File: config.mk
export PLATFORM = sky130hd
export DESIGN_NAME = byte_window_stats_flat
export DESIGN_NICKNAME = d
export VERILOG_FILES = /design/src/rtl/byte_window_stats_pkg.sv /design/src/rtl/byte_window_stats_if.sv /design/src/rtl/byte_window_stats_win_acc_update.sv /design/src/rtl/byte_window_stats.sv /design/src/flat_wrapper.sv
export SDC_FILE = /design/constraint.sdc
export NUM_CORES = 1
export LEC_CHECK = 0
export CORE_UTILIZATION = 45
export CTS_BUF_LIST = sky130_fd_sc_hd__clkbuf_4 sky130_fd_sc_hd__clkbuf_8
export DETAILED_ROUTE_END_ITERATION = 8
export PLACE_DENSITY = 0.77
export SLEW_MARGIN = 20
export SYNTH_ARGS = -nofsm -noshare
export SYNTH_HDL_FRONTEND = slang
export SYNTH_SLANG_ARGS = --single-unit
File: constraint.sdc
create_clock -name clk -period 3.3 [get_ports clk]
set_input_delay 0.66 -clock clk [delete_from_list [all_inputs] [get_ports clk]]
set_output_delay 0.66 -clock clk [all_outputs]
set_load 0.01 [all_outputs]
File: src/rtl/byte_window_stats_pkg.sv
// Shared definitions for the byte_window_stats block: FSM encoding and default sizes.
package byte_window_stats_pkg;

    typedef enum logic {
        ST_ACCUM = 1'b0,
        ST_HOLD  = 1'b1
    } state_t;

    localparam int DEF_DATA_W = 8;
    localparam int DEF_WIN    = 10;

endpackage

File: src/rtl/byte_window_stats_if.sv
// Sample-in / result-out handshake bundle for byte_window_stats.
interface byte_window_stats_if #(
    parameter int DATA_W = byte_window_stats_pkg::DEF_DATA_W,
    parameter int WIN    = byte_window_stats_pkg::DEF_WIN,
    parameter int SUM_W  = DATA_W + $clog2(WIN),
    parameter int CNT_W  = $clog2(WIN + 1)
);
    logic              in_valid;
    logic [DATA_W-1:0] in_data;
    logic              in_ready;
    logic              flush;
    logic              out_valid;
    logic              out_ready;
    logic [SUM_W-1:0]  out_sum;
    logic [DATA_W-1:0] out_min;
    logic [DATA_W-1:0] out_max;
    logic [CNT_W-1:0]  out_cnt;

    modport master (
        output in_valid, in_data, flush, out_ready,
        input  in_ready, out_valid, out_sum, out_min, out_max, out_cnt
    );

    modport slave (
        input  in_valid, in_data, flush, out_ready,
        output in_ready, out_valid, out_sum, out_min, out_max, out_cnt
    );
endinterface

File: src/rtl/byte_window_stats_win_acc_update.sv
// Next-value logic for the window accumulators; passes values through when no sample is accepted.
module byte_window_stats_win_acc_update #(
    parameter int DATA_W = 8,
    parameter int SUM_W  = 12,
    parameter int CNT_W  = 4
) (
    input  logic [SUM_W-1:0]  cur_sum,
    input  logic [DATA_W-1:0] cur_min,
    input  logic [DATA_W-1:0] cur_max,
    input  logic [CNT_W-1:0]  cur_cnt,
    input  logic [DATA_W-1:0] data,
    input  logic              accept,
    output logic [SUM_W-1:0]  nxt_sum,
    output logic [DATA_W-1:0] nxt_min,
    output logic [DATA_W-1:0] nxt_max,
    output logic [CNT_W-1:0]  nxt_cnt
);
    always_comb begin
        nxt_sum = cur_sum;
        nxt_min = cur_min;
        nxt_max = cur_max;
        nxt_cnt = cur_cnt;
        // data is only looked at under accept, so an idle X bus cannot leak into state
        if (accept) begin
            nxt_sum = cur_sum + SUM_W'(data);
            nxt_min = (data < cur_min) ? data : cur_min;
            nxt_max = (data > cur_max) ? data : cur_max;
            nxt_cnt = cur_cnt + CNT_W'(1);
        end
    end
endmodule

File: src/rtl/byte_window_stats.sv
// Windowed sum/min/max/count over an 8-bit sample stream, with flush of partial windows
// and a held result port that backpressures the input while occupied.
module byte_window_stats
    import byte_window_stats_pkg::*;
#(
    parameter int DATA_W = DEF_DATA_W,
    parameter int WIN    = DEF_WIN,
    parameter int SUM_W  = DATA_W + $clog2(WIN),
    parameter int CNT_W  = $clog2(WIN + 1)
) (
    input logic                clk,
    input logic                rst_n,
    byte_window_stats_if.slave bus
);
    state_t            state;
    logic [SUM_W-1:0]  acc_sum;
    logic [DATA_W-1:0] acc_min;
    logic [DATA_W-1:0] acc_max;
    logic [CNT_W-1:0]  acc_cnt;

    logic [SUM_W-1:0]  nxt_sum;
    logic [DATA_W-1:0] nxt_min;
    logic [DATA_W-1:0] nxt_max;
    logic [CNT_W-1:0]  nxt_cnt;
    logic              accept;
    logic              close;

    assign bus.in_ready  = (state == ST_ACCUM);
    assign bus.out_valid = (state == ST_HOLD);
    assign accept        = bus.in_valid & bus.in_ready;

    byte_window_stats_win_acc_update #(
        .DATA_W(DATA_W),
        .SUM_W (SUM_W),
        .CNT_W (CNT_W)
    ) u_upd (
        .cur_sum(acc_sum),
        .cur_min(acc_min),
        .cur_max(acc_max),
        .cur_cnt(acc_cnt),
        .data   (bus.in_data),
        .accept (accept),
        .nxt_sum(nxt_sum),
        .nxt_min(nxt_min),
        .nxt_max(nxt_max),
        .nxt_cnt(nxt_cnt)
    );

    // Closing uses the post-accept count, so a flush on the WIN-th sample yields one window.
    assign close = (state == ST_ACCUM) &&
                   ((accept && (nxt_cnt == CNT_W'(WIN))) ||
                    (bus.flush && (nxt_cnt != '0)));

    always_ff @(posedge clk) begin
        if (!rst_n) begin
            state       <= ST_ACCUM;
            acc_sum     <= '0;
            acc_min     <= '1;
            acc_max     <= '0;
            acc_cnt     <= '0;
            bus.out_sum <= '0;
            bus.out_min <= '0;
            bus.out_max <= '0;
            bus.out_cnt <= '0;
        end else begin
            case (state)
                ST_ACCUM: begin
                    if (close) begin
                        bus.out_sum <= nxt_sum;
                        bus.out_min <= nxt_min;
                        bus.out_max <= nxt_max;
                        bus.out_cnt <= nxt_cnt;
                        acc_sum     <= '0;
                        acc_min     <= '1;
                        acc_max     <= '0;
                        acc_cnt     <= '0;
                        state       <= ST_HOLD;
                    end else begin
                        acc_sum <= nxt_sum;
                        acc_min <= nxt_min;
                        acc_max <= nxt_max;
                        acc_cnt <= nxt_cnt;
                    end
                end
                ST_HOLD: begin
                    if (bus.out_ready) begin
                        state <= ST_ACCUM;
                    end
                end
                default: state <= ST_ACCUM;
            endcase
        end
    end
endmodule

File: src/flat_wrapper.sv
// flat-port wrapper written by rule: the top's interface ports become plain ports
module byte_window_stats_flat import byte_window_stats_pkg::*;
#(
    parameter int DATA_W = DEF_DATA_W,
    parameter int WIN    = DEF_WIN,
    parameter int SUM_W  = DATA_W + $clog2(WIN),
    parameter int CNT_W  = $clog2(WIN + 1)
)
  (clk, rst_n, bus_in_valid, bus_in_data, bus_flush, bus_out_ready, bus_in_ready, bus_out_valid, bus_out_sum, bus_out_min, bus_out_max, bus_out_cnt);
  byte_window_stats_if #(.DATA_W(DATA_W), .WIN(WIN), .SUM_W(SUM_W), .CNT_W(CNT_W)) bus_i ();
  input logic clk;
  input logic rst_n;
  input wire logic [$bits(bus_i.in_valid)-1:0] bus_in_valid;
  input wire logic [$bits(bus_i.in_data)-1:0] bus_in_data;
  input wire logic [$bits(bus_i.flush)-1:0] bus_flush;
  input wire logic [$bits(bus_i.out_ready)-1:0] bus_out_ready;
  output wire logic [$bits(bus_i.in_ready)-1:0] bus_in_ready;
  output wire logic [$bits(bus_i.out_valid)-1:0] bus_out_valid;
  output wire logic [$bits(bus_i.out_sum)-1:0] bus_out_sum;
  output wire logic [$bits(bus_i.out_min)-1:0] bus_out_min;
  output wire logic [$bits(bus_i.out_max)-1:0] bus_out_max;
  output wire logic [$bits(bus_i.out_cnt)-1:0] bus_out_cnt;
  assign bus_i.in_valid = bus_in_valid;
  assign bus_i.in_data = bus_in_data;
  assign bus_i.flush = bus_flush;
  assign bus_i.out_ready = bus_out_ready;
  assign bus_in_ready = bus_i.in_ready;
  assign bus_out_valid = bus_i.out_valid;
  assign bus_out_sum = bus_i.out_sum;
  assign bus_out_min = bus_i.out_min;
  assign bus_out_max = bus_i.out_max;
  assign bus_out_cnt = bus_i.out_cnt;
  byte_window_stats #(.DATA_W(DATA_W), .WIN(WIN), .SUM_W(SUM_W), .CNT_W(CNT_W)) u_core (.clk(clk), .rst_n(rst_n), .bus(bus_i));
endmodule
-- After elaboration in Yosys (flattened, before gate mapping)
Index checks and enable logic that the tools add are counted.
W data, S select, Z words.
- flip-flop bits (word level): 65
- word-level logic and storage cells: 35
- output and inout bits: 34
- bits of input ports: 13
- $lt $le $gt $ge: 2
- bitwise operators: 2
- reductions and logical operators: 6
- add/subtract/negate cells: 2
- equality and inequality tests: 1
- muxes and demuxes: 13
- operators with widths (kind ; number):
    $mux W8 ; 6
    $mux W12 ; 2
    $add A12 B8 Y12 ; 1
    $gt A8 B8 Y1 ; 1
    $lt A8 B8 Y1 ; 1
    $mux W4 ; 2
    $add A4 B1 Y4 const B ; 1
    $eq A4 B4 Y1 const B ; 1
    $reduce_bool A4 Y1 ; 1
    $logic_and A1 B1 Y1 ; 3
    $mux W1 ; 2
    $pmux W1 S2 ; 1
    $reduce_and A2 Y1 ; 1
    $and A1 B1 Y1 ; 1
    $logic_or A1 B1 Y1 ; 1
    $not A1 Y1 ; 1

-- Longest topological paths before layout
- word-level depth: 9
- gate-level depth with buffers: 9
- mapped depth without buffers: 8

-- Modules after synthesis
From an unflattened synthesis, not the netlist that was laid out.
- cells, all modules: 409
- area total of the unflattened synthesis: 3791.1 µm²
- by module, submodules not included (module ; sequential area each (µm²) ; times used ; cells an instance ; area an instance (µm²)):
    byte_window_stats ; 1301.2 ; 1 ; 273 ; 2657.5
    byte_window_stats_win_acc_update ; 0.0 ; 1 ; 136 ; 1133.6

-- Least setup slack after synthesis
No wires, ideal clock.
- path kind: input-to-reg
- start: input bus_in_data[0]
- end: register u_core.acc_sum[10]
- arrival: 2.380 ns
- setup time: 0.122 ns
- cell stages on the path: 8
- path slack: 0.798 ns
- data required time: 3.178 ns
- cells stage by stage: ha_1 fa_1 a211oi_1 o21ai_0 a31oi_1 or3_1 nor2_1 a221o_1
- longest elaborated chain between the ends: 3
- RTL lines (element ; RTL line ; text):
    start: declaration ; flat_wrapper.sv:14 ; input wire logic [$bits(bus_i.in_data)-1:0] bus_in_data;
    $add A12 B8 Y12 ; byte_window_stats_win_acc_update.sv:25 ; nxt_sum = cur_sum + SUM_W'(data);
    $mux W12 ; byte_window_stats_win_acc_update.sv:24 ; if (accept) begin
    $mux W12 ; byte_window_stats.sv:68 ; if (close) begin
    end signal: assignment ; byte_window_stats.sv:79 ; acc_sum <= nxt_sum;
    end: declaration ; byte_window_stats.sv:16 ; logic [SUM_W-1:0] acc_sum;
No other way between the ends.
A chain may end at the register's enable or synchronous reset.

-- Final worst setup path
Same ends and word-level chain as after synthesis.

==> impl_metrics.json <==
{
  "count_of_mapped_cells_out_of_synthesis": 377,
  "core_region_um2": 6982,
  "global_route_wire_length_before_repair_um": 13610,
  "power.share.sequential_pct": 41.6,
  "placement.setup.worst_slack_ns": 0.09791,
  "end_kind": "flip-flop",
  "yosysWarnings": 0,
  "postCtsSetupRepairBufs": 0,
  "cap_viol_max_count": 0,
  "max_slew.worst_pin.slew_ns": 0.8937,
  "layout.cells.most_common_list": "sky130_fd_sc_hd__dfxtp_1, sky130_fd_sc_hd__clkdlybuf4s50_1, sky130_fd_sc_hd__nand2_1",
  "cts.repair.resized": 0,
  "drive_above_1_share_pct": 10.00,
  "setup-violations-final": 0,
  "area.growth.synth_to_final_pct": 25.52,
  "synth_area_per_cell_um2": 8.818,
  "fin_total_pwr_mw": 2.184,
  "initial_utilization_pct": 47.62,
  "layout_min_cycle_time_ns": 2.911,
  "power.combinational.fraction_pct": 26.6,
  "post-route-period-util_pct": 88.22,
  "share_clk_of_total_power_pct": 31.8,
  "count_of_nets_left_with_antenna_violations_after_detail_routing": 0,
  "outcome": "complete, no violations",
  "min-delay-path-class": "flip-flop to flip-flop",
  "power_density_nw_per_um2": 523.3,
  "rsz0062_at_grt": "false",
  "layout.cells.most_common": "sky130_fd_sc_hd__dfxtp_1",
  "cts_max_path_buffers": 2,
  "kind_of_launch_point_of_the_worst_setup_path": "input pin",
  "routedWlPerCell_um": 15.64,
  "setup_ws_ns": 0.3888,
  "crit_arrival_ns": 3.14,
  "cts_inserted_buffers": 9,
  "drv_slew": 0,
  "routabilityCongestion": 0.9240,
  "floorplan.die.height_um": 87.95,
  "vdd_ir_drop_max_mv": 0.2904,
  "design.final.nets": 474,
  "boundaryPins": 47,
  "grt.total_usage_pct": 23.08,
  "cts_tree": "built",
  "cp.required_ns": 3.53,
  "grt_remaining_overflow": 0,
  "n_antenna_cell": 0,
  "viasPerCell": 5.634,
  "detailroute.via_count": 3020,
  "drt-initial-drc-count": 161,
  "final_hold_viol_count": 0,
  "intPower_mw": 1.517,
  "final.setup_skew_ns": 0.007175,
  "detailed_place_hpwl_um": 5954,
  "final.setup.tns_ns": 0,
  "max_clock_freq_mhz": 343.5,
  "clkLatencyLatePin_ns": 0.34,
  "cts_htree_levels": 3,
  "grt_pass1_vias": 2794,
  "drc_errors": 0,
  "asyncSetResetFlopFracSynth_pct": 0,
  "number_of_enable_type_register_cells_in_the_synthesized_netlist": 0,
  "dieArea_um2": 7735,
  "synth.cell_area_um2": 3324,
  "max_slew_headroom_pct": 40.02,
  "synth.ff_latch_count": 65,
  "postCtsHoldBufs": 0,
  "clock_sinks": 65,
  "postRouteWirelength_um": 8382,
  "chipWidth_um": 87.95,
  "placement_rows": 30,
  "post_route_cell_area_um2": 4173,
  "crit_fanout": 3,
  "regToRegSetupSlack_ns": 0.73,
  "grt_max_degree": 33,
  "synth_top_flop_cell": "sky130_fd_sc_hd__dfxtp_1",
  "synth_cell_types": 51,
  "dr.pass1.iters": 4,
  "timing_worst_setup_path_type": "input pin to flip-flop",
  "dpl-instance-area_um2": 3974,
  "portBuffers": 46,
  "power.switching_mw": 0.6668,
  "switching_fraction_pct": 30.54,
  "cts.root.buffer_cell": "sky130_fd_sc_hd__clkbuf_8",
  "synth.net_count": 415,
  "antenna_found_initial": 0,
  "leakagePower_nw": 1.733,
  "synth_seq_area_share_pct": 39.14,
  "clk_pin_slew_ns": 0.07
}
-- power by group through the flow --
stage	sequential [mW]	clock [mW]	combinational, mW
final	0.908	0.695	0.581
after global routing	0.916	0.732	0.639
after CTS	0.907	0.705	0.579
after detailed placement	0.923	0	0.573
after global placement	0.921	0	0.560
after floorplan	0.930	0	0.342
-- cell families after synthesis --
| group | Yosys count | synth area share [%] |
|---|---|---|
| AOI/OAI and AO/OA | 116 | 23.60 |
| adders and majority gates | 25 | 9.635 |
| xor gates and xnor gates | 13 | 3.425 |
| DFF | 65 | 39.14 |
| and+or+nand+nor | 95 | 13.59 |
| muxes | 17 | 5.118 |
| buffers and inverters | 46 | 5.495 |
-- sequential cells by signal, indices dropped and copies added, names as in the netlist --
signal / flops
u_core.acc_sum: 12
u_core.bus.out_sum: 12
u_core.acc_max: 8
u_core.acc_min: 8
u_core.bus.out_max: 8
u_core.bus.out_min: 8
u_core.acc_cnt: 4
u_core.bus.out_cnt: 4
u_core.bus.out_valid: 1
-- per-layer routing --
layer / vias up / global-route usage (%) / part of all wire, %
li1: 1490 / - / -
met1: 1406 / 30.96 / 48
met2: 111 / 36.79 / 45
met3: 13 / 4.901 / 5.8
met4: 0 / 7.899 / 1.5
met5: - / 0 / 0
-- worst max-delay path, cell delays in order --
cell and delay, ns:
sky130_fd_sc_hd__clkdlybuf4s50_1 0.44, sky130_fd_sc_hd__ha_1 0.26, sky130_fd_sc_hd__fa_1 0.43, sky130_fd_sc_hd__a211oi_1 0.31, sky130_fd_sc_hd__o21ai_0 0.15, sky130_fd_sc_hd__a31oi_1 0.30, sky130_fd_sc_hd__or3_1 0.21, sky130_fd_sc_hd__nor2_1 0.05
sky130_fd_sc_hd__a221o_1 0.32
-- worst paths after layout --
kind                          from               endpoint  depth (start not counted)
max                 bus_in_data[0]     u_core.acc_sum[10]                          9
min          u_core.bus.out_cnt[0]  u_core.bus.out_cnt[0]                          2
max reg2reg      u_core.acc_cnt[0]  u_core.bus.out_max[7]                          7
min reg2reg  u_core.bus.out_cnt[0]  u_core.bus.out_cnt[0]                          2
-- synth_stat cells (all sizes together) (2+ instances only) --
cell    number  share of area (%)
xnor2        5                1.3
a31o         4                1.1
nand3       13                2.0
o211ai       6                1.4
nor3         7                1.2
inv         28                3.2
a31oi        4               0.75
nand3b       3               0.68
xor2         8                2.1
buf         10                1.4
o22ai       12                2.3
a21oi       25                3.9
a311oi       3               0.79
clkbuf       7               0.79
a21o         2               0.45
ha          24                9.0
mux2i       17                5.1
o21ai       27                4.1
o21bai       2               0.45
a22o        14                3.7
nand4        3               0.56
a22oi        2               0.45
nor2        24                2.7
o21ba        2               0.60
nand2b       5               0.94
dfxtp       65                 39
nand2       31                3.6
a211oi       6                1.4
nor2b        2               0.38
-- final cells by class --
type / count / area [um^2]
Multi-Input combinational cell: 266 / 1841
Sequential cell: 65 / 1301
Clock inverter: 3 / 40.04
Tap cell: 96 / 120.1
Clock buffer: 12 / 158.9
Timing Repair Buffer: 65 / 603.1
Inverter: 29 / 108.9
Fill cell: 624 / 2809
-- stage by stage --
stage	utilization, %	cells	hold slack [ns]
after floorplan	-	377	0.4623
after global placement	56.92	521	0.4527
after global routing	59.77	536	0.4934
after CTS	59.77	536	0.4729
after detailed placement	56.92	521	0.4599
final	59.77	536	0.4682
Note: power is estimated with default switching activity, not from simulation.
